<file path="config.mk">
export PLATFORM = sky130hd
export DESIGN_NAME = wptr_full_level
export DESIGN_NICKNAME = d
export VERILOG_FILES = /design/src/rtl/wptr_full_level.sv
export SDC_FILE = /design/constraint.sdc
export NUM_CORES = 1
export LEC_CHECK = 0
export BUFFER_PORTS_ARGS = -buffer_cell sky130_fd_sc_hd__buf_2
export CORE_MARGIN = 2
export CORE_UTILIZATION = 40
export DETAILED_ROUTE_END_ITERATION = 8
export PLACE_DENSITY = 0.67
export SKIP_LAST_GASP = 1
export SYNTH_ARGS = -nofsm -noshare
export SYNTH_HDL_FRONTEND = slang
export SYNTH_SLANG_ARGS = --single-unit
export TNS_END_PERCENT = 100
</file>
<file path="constraint.sdc">
create_clock -name wclk -period 2.08 [get_ports wclk]
set_input_delay 0.104 -clock wclk [delete_from_list [all_inputs] [get_ports wclk]]
set_output_delay 0.104 -clock wclk [all_outputs]
set_load 0.02 [all_outputs]
</file>
<file path="src/rtl/wptr_full_level.sv">
// Write-domain pointer and status block for an asynchronous FIFO: binary/Gray write pointers,
// RAM write address, and registered full, almost-full, fill-level and sticky overflow flags.
module wptr_full_level #(
    parameter int unsigned ADDR_WIDTH = 3,
    parameter int unsigned AF_MARGIN  = 2
) (
    input  logic                  wclk,
    input  logic                  wrst_n,
    input  logic                  winc,
    input  logic                  wovf_clr,
    input  logic [ADDR_WIDTH:0]   wq2_rptr,
    output logic [ADDR_WIDTH:0]   wptr,
    output logic [ADDR_WIDTH-1:0] waddr,
    output logic                  wfull,
    output logic                  walmost_full,
    output logic [ADDR_WIDTH:0]   wlevel,
    output logic                  woverflow
);

    localparam int unsigned PW    = ADDR_WIDTH + 1;
    localparam int unsigned DEPTH = 1 << ADDR_WIDTH;
    localparam logic [PW-1:0] AF_THRESH = PW'(DEPTH - AF_MARGIN);

    logic [PW-1:0] wbin;
    logic [PW-1:0] wbin_next;
    logic [PW-1:0] wgray_next;
    logic [PW-1:0] rbin;
    logic [PW-1:0] lvl_next;
    logic [PW-1:0] full_ptr;
    logic          push;

    assign push       = winc & ~wfull;
    assign wbin_next  = wbin + {{ADDR_WIDTH{1'b0}}, push};
    assign wgray_next = (wbin_next >> 1) ^ wbin_next;

    // Gray-to-binary: XOR prefix from the MSB down.
    always_comb begin
        rbin = '0;
        rbin[PW-1] = wq2_rptr[PW-1];
        for (int i = PW - 2; i >= 0; i--) begin
            rbin[i] = rbin[i+1] ^ wq2_rptr[i];
        end
    end

    assign lvl_next = wbin_next - rbin;
    assign full_ptr = {~wq2_rptr[ADDR_WIDTH:ADDR_WIDTH-1], wq2_rptr[ADDR_WIDTH-2:0]};

    always_ff @(posedge wclk or negedge wrst_n) begin
        if (!wrst_n) begin
            wbin         <= '0;
            wptr         <= '0;
            wfull        <= 1'b0;
            walmost_full <= 1'b0;
            wlevel       <= '0;
            woverflow    <= 1'b0;
        end else begin
            wbin         <= wbin_next;
            wptr         <= wgray_next;
            wfull        <= (wgray_next == full_ptr);
            walmost_full <= (lvl_next >= AF_THRESH);
            wlevel       <= lvl_next;
            // Set has priority over a simultaneous clear.
            if (winc && wfull) begin
                woverflow <= 1'b1;
            end else if (wovf_clr) begin
                woverflow <= 1'b0;
            end
        end
    end

    assign waddr = wbin[ADDR_WIDTH-1:0];

endmodule

</file>
* Word level (Yosys, flattened, before mapping) *
Index checks and enable logic that the tools add are counted.

word-level totals
  memory bits (writable) = 0
  memories = 0
  input port bits = 8
  latch bits = 0
  memory bits (read-only) = 0
  register bits = 15
  word-level logic and storage cells = 21

cells by class
  $add $sub $neg = 2
  eq/ne operators = 1
  $lt $le $gt $ge = 1
  multipliers = 0
  bitwise gates (word level) = 7
  shifts and indexed selects = 0
  reductions and logical operators = 2
  multiplexer cells = 2
  div/mod/pow operators = 0

operators by type and width
  kind                                                                   count
  4-bit by 1-bit adder with 4-bit output                                 1
  4-bit equality test                                                    1
  4-bit by 3-bit >= comparator with 1-bit output, second input constant  1
  4-bit subtractor                                                       1
  3-bit by 4-bit XOR with 4-bit output                                   1
  1-bit XOR                                                              3
  1-bit 2-to-1 mux                                                       2
  2-bit inverter                                                         1
  2-bit nonzero test                                                     1
  1-bit AND                                                              1
  1-bit logical AND                                                      1
  1-bit inverter                                                         1

* Longest topological paths before layout *
Gate-level depths: netlist (run 1).

  depth in word-level cells = 5
  mapped depth = 8
  depth with buffers taken out = 8

* Least setup slack after synthesis (run 1) *
OpenSTA, ideal clock, no wires.

  path type = register to register
  from = register wfull
  to = register walmost_full
  setup time = 132 ps
  path slack = -73 ps
  stages on the path, launching flop included = 9
  clock period less this slack = 2153 ps
  arrival = 2022 ps
  required time = 1948 ps
  cells stage by stage = dfrtp_1 -> nor2b_1 -> ha_1 -> ha_1 -> inv_1 -> fa_1 -> inv_1 -> a22oi_1 -> o211ai_1

on the way
  longest elaborated chain between the ends = 5

ends and longest elaborated chain
  item                                            line  RTL
  start: declaration                              14    output logic wfull,
  start signal: assignment                        59    wfull <= (wgray_next == full_ptr);
  1-bit inverter                                  32    assign push = winc & ~wfull;
  1-bit AND                                       32
  4-bit by 1-bit adder with 4-bit output          33    assign wbin_next = wbin + {{ADDR_WIDTH{1'b0}}, push};
  via wbin_next[1]                                25    logic [PW-1:0] wbin_next;
  4-bit subtractor                                45    assign lvl_next = wbin_next - rbin;
  via lvl_next[1]                                 28    logic [PW-1:0] lvl_next;
  4-bit by 3-bit >= comparator with 1-bit output  60    walmost_full <= (lvl_next >= AF_THRESH);
  end signal: assignment                          60
  end: declaration                                15    output logic walmost_full,

The timed path passes the listed nets, and every way through them passes these cells.
A chain may end at the register's enable or synchronous reset.

* Worst setup path in the final report (run 1) *
Same ends and word-level chain as after synthesis.

==> metrics.txt, run 1 <==
layout cells sized above 1=38.9%; CP Max Fanout=6; vias in the first global route=447; Slowest-stage cell, CP=fa_1; post-synth net total=73; drt first-iter violations=3; Starting Density=41.8%; Residual DRC=0; status=finished clean; CP Data Required Time=2230 ps; Largest stage delay, worst path=550 ps; Synth Cell Area=706 um2; crit-path leading delay family=adder cells; Least-Margin Pin Slew=488 ps; Pre-antenna DRT Iters=4; sequential area share after synthesis=49.6%; CTS Buffer Depth=2; # diodes=0; Syn-to-layout area delta=31.0%; H-tree levels=1; Synth Instances=59; WL per Instance=11.3 um; first-pass GRT wire length=1960 um; die height=46 um; GRT Resource Usage Total=13.5%; final worst-path cycle share=94.7%; Top Ports=22; Port Buffer Count=21; Clock Sinks=14; later-pin clock latency in the skew report=270 ps; nets@finish=105; Syn Area/Cell=12.0 um2; crit path DAT=2120 ps; R2R cell count=8; routed vias/inst=4.79; Hold Vio Cnt, Final=0; clock slew at reported path FFs=80 ps; hpwl dp=984 um; Root Driver=clkbuf_4; CP Depth=8; hold path cells=2; total gr overflow=0; Post-Route WL=1210 um; initial antenna violation count=0; WP buf/inv=2; Area after DPL=868 um2; Hold Crit Class=in2reg; Worst Setup End Kind=flip-flop; total CTS buffers=3; synth unique cells=20; post-synthesis register bit count=14; Design Area, Final=925 um2; Slew HR=67.2%; CTS tree=built; YS warnings=0; GPL Wtd Cong=0.726; Core Rows=15; Setup-failing EPs final=0; most frequent cells in the layout=21 x buf_2, 13 x dfrtp_1, 8 x xnor2_1; core area=1690 um2; final antenna-violating net count=0; die width=46 um; CP cell instances=nor2b_2 > ha_2 > ha_4 > inv_2 > fa_1 > inv_1 > a22oi_1 > o211ai_1; commonest non-fill, non-tap cell in the layout=buf_2; time the worst path needs with I/O delays and setup=1970 ps; skew final=2.41 ps; critical path class=reg2reg; Startpoint Class=flip-flop; Die ar.=2120 um2; final setup TNS=0 ps; largest net degree at the start of global routing=15; Max-cap violations=0; Final Max Tran Viols=0; via count=512; Max Freq=508 MHz
-- final cells by class --
cell class / instances / area [um2]
clock buffer: 4 / 26.3
fill: 155 / 764
inverter: 8 / 30.0
multi-input combinational: 37 / 343
sequential: 14 / 352
tap: 17 / 21.3
timing repair buffer: 27 / 153
-- synth_stat cells (all sizes together) --
master,n,share of area [%]
o211ai,1,1.1
fa,1,2.8
a211o,1,1.2
xor2,8,11
and3,1,0.89
nand3,1,0.71
dfrtp,14,50
nor3,2,1.4
a22oi,1,1.1
nor2b,1,0.89
o21ai,1,0.71
nand2,1,0.53
a21boi,1,1.1
xnor2,8,9.9
inv,8,4.3
ha,5,8.9
a21o,1,1.1
a21oi,2,1.4
o211a,1,1.4
-- per-layer routing --
layer	routed length [um]	part of all wire, %	track usage, %	vias to the layer above
met1	533	44	18.7	243
met4	19	1.6	8.57	0
met5	0	0	0	-
met2	599	50	18.3	12
li1	-	-	-	255
met3	54	4.5	3.57	2
-- timing repair --
item | in CTS | in global routing
endpoints found under the setup margin | 0 | 1
hold buffers | 1 | 0
setup buffers | 0 | 2
gates resized for setup | 0 | 3
hold endpoints to repair | 14 | 0
-- logic make-up (layout without fill, tap and decap cells) --
| family | count (synthesis) | in the layout | synth area share [%] |
|---|---|---|---|
| flops | 14 | 14 | 49.6 |
| buf+inv | 8 | 39 | 4.26 |
| compound gates | 9 | 9 | 9.04 |
| fa+ha+maj | 6 | 6 | 11.7 |
| simple gates | 6 | 6 | 4.43 |
| xor+xnor | 16 | 16 | 20.9 |
-- state kept, by name, indices dropped and copies added (netlist names) --
name	count
wfull	1
wbin	4
walmost_full	1
wptr	3
woverflow	1
wlevel	4
-- through the flow --
step	std cells	util (%)	hold slack [ps]	worst slack (ps)
2_1_floorplan	59	-	-192	27.2
3_3_place_gp	100	51.4	11.7	58.4
3_5_place_dp	100	51.4	14.1	33.0
4_1_cts	105	53.6	1.26	16.0
5_1_grt	107	54.7	4.33	-5.81
6_report	107	54.7	8.89	110
-- worst paths after layout --
| path | startpoint | slack, ps | end |
|---|---|---|---|
| max | wfull | 110 | walmost_full |
| min | wovf_clr | 9 | woverflow |
| max reg2reg | wfull | 110 | walmost_full |
| min in group asynchronous | wrst_n | 240 | wlevel[0] |
| max in group asynchronous | wrst_n | 1590 | wfull |
| min reg2reg | wfull | 510 | woverflow |
Power of run 1 is left out: the tool's default activity adds up to more than one toggle a clock period on the data nets, which glitch-free logic cannot reach.
==> run 2: changes to the inputs <==
GPL_TIMING_DRIVEN = 0   (was default)
RECOVER_POWER = 100   (was default)
==> metrics.txt, run 2 (same netlist as run 1, synthesis figures left out) <==
commonest non-fill, non-tap cell in the layout=clkbuf_1; Fin Hold WS=0.296 ps; Startpoint Class=flip-flop; first-pass GRT wire length=1950 um; skew final=6.44 ps; most used routing layer=met1; # fillers=157; GRT Resource Usage Total=12.8%; Syn-to-layout area delta=28.5%; total CTS buffers=3; Starting Density=41.8%; core area=1690 um2; CP Max Fanout=3; later-pin clock latency in the skew report=280 ps; H-tree levels=1; Least-Margin Pin Slew=711 ps; time the worst path needs with I/O delays and setup=1980 ps; setup ws final=96.4 ps; hpwl dp=940 um; clock slew at reported path FFs=80 ps; Top Ports=22; WL per Instance=12.3 um; most frequent cells in the layout=15 x clkbuf_1, 13 x dfrtp_1, 8 x xnor2_1; final setup TNS=0 ps; final antenna-violating net count=0; Area after DPL=846 um2; GPL Wtd Cong=0.768; met1 Usage GRT=18.7%; GR Util met3=1.19%; Residual DRC=0; Post-Route WL=1280 um; reg2reg setup slack=100 ps; Hold Crit Class=in2reg; Max-cap violations=0; vias in the first global route=458; Die ar.=2120 um2; CP Data Required Time=2240 ps; layout cells sized above 1=24.1%; Port Buffer Count=21; drt first-iter violations=5; Setup-failing EPs final=0; worst slack, placed=19.2 ps; Slew HR=52.6%; critical path class=reg2reg; status=finished clean; routed vias/inst=4.87; Core Rows=15; Design Area, Final=907 um2; via count=506; Pre-antenna DRT Iters=4; die width=46 um; Clock Sinks=14; total gr overflow=0; initial antenna violation count=0; CTS tree=built; final worst-path cycle share=95.4%; # diodes=0; CTS Buffer Depth=2; die height=46 um; crit path DAT=2140 ps; largest net degree at the start of global routing=15; Root Driver=clkbuf_4; nets@finish=102; Max Freq=504 MHz; Hold Vio Cnt, Final=0; GR Layer Usage met2=18.6%; Final Max Tran Viols=0; Largest regs=wbin (4), wlevel (4), wptr (3); Worst Setup End Kind=flip-flop
run 2: worst paths after layout:
| check | from | end | cells after the start |
|---|---|---|---|
| max in group asynchronous | wrst_n | wfull | 2 |
| hold reg to reg | wfull | woverflow | 2 |
| setup reg to reg | wfull | walmost_full | 8 |
| setup / recovery | wfull | walmost_full | 8 |
| min in group asynchronous | wrst_n | wlevel[0] | 2 |
| hold / removal | wovf_clr | woverflow | 2 |
run 2: cell type report:
type	instances	area [um2]	area share [%]
Clock buffer	4	26.3	2.90
Inverter	8	30.0	3.31
Multi-Input combinational cell	37	365	40.3
Sequential cell	14	352	38.8
Tap cell	17	21.3	2.34
Timing Repair Buffer	24	113	12.4
run 2: layer usage:
metal | vias up | part of all wire, %
li1 | 250 | -
met1 | 242 | 45
met2 | 12 | 51
met3 | 2 | 3.0
met4 | 0 | 1.5
met5 | - | 0
run 2: critical path, cell delays in order (launching register included):
cell and delay (ps):
dfrtp_2 370, nor2b_1 50, ha_2 340, inv_1 50, ha_1 220, fa_1 540
inv_2 50, a22oi_2 150, o211ai_1 90
run 2: repair_timing:
action / CTS / global route
endpoints found under the hold margin: 14 / 0
setup endpoints to repair: 0 / 2
setup buffers: 0 / 2
hold buffers: 1 / 0
resized for setup: 0 / 7
run 2: per-stage QoR:
step / util (%) / std cells
floorplan: - / 59
global placement: 50.1 / 97
detailed placement: 50.1 / 97
CTS: 52.2 / 102
global route: 53.7 / 104
finish: 53.7 / 104
Power of run 2 is left out for the same reason.
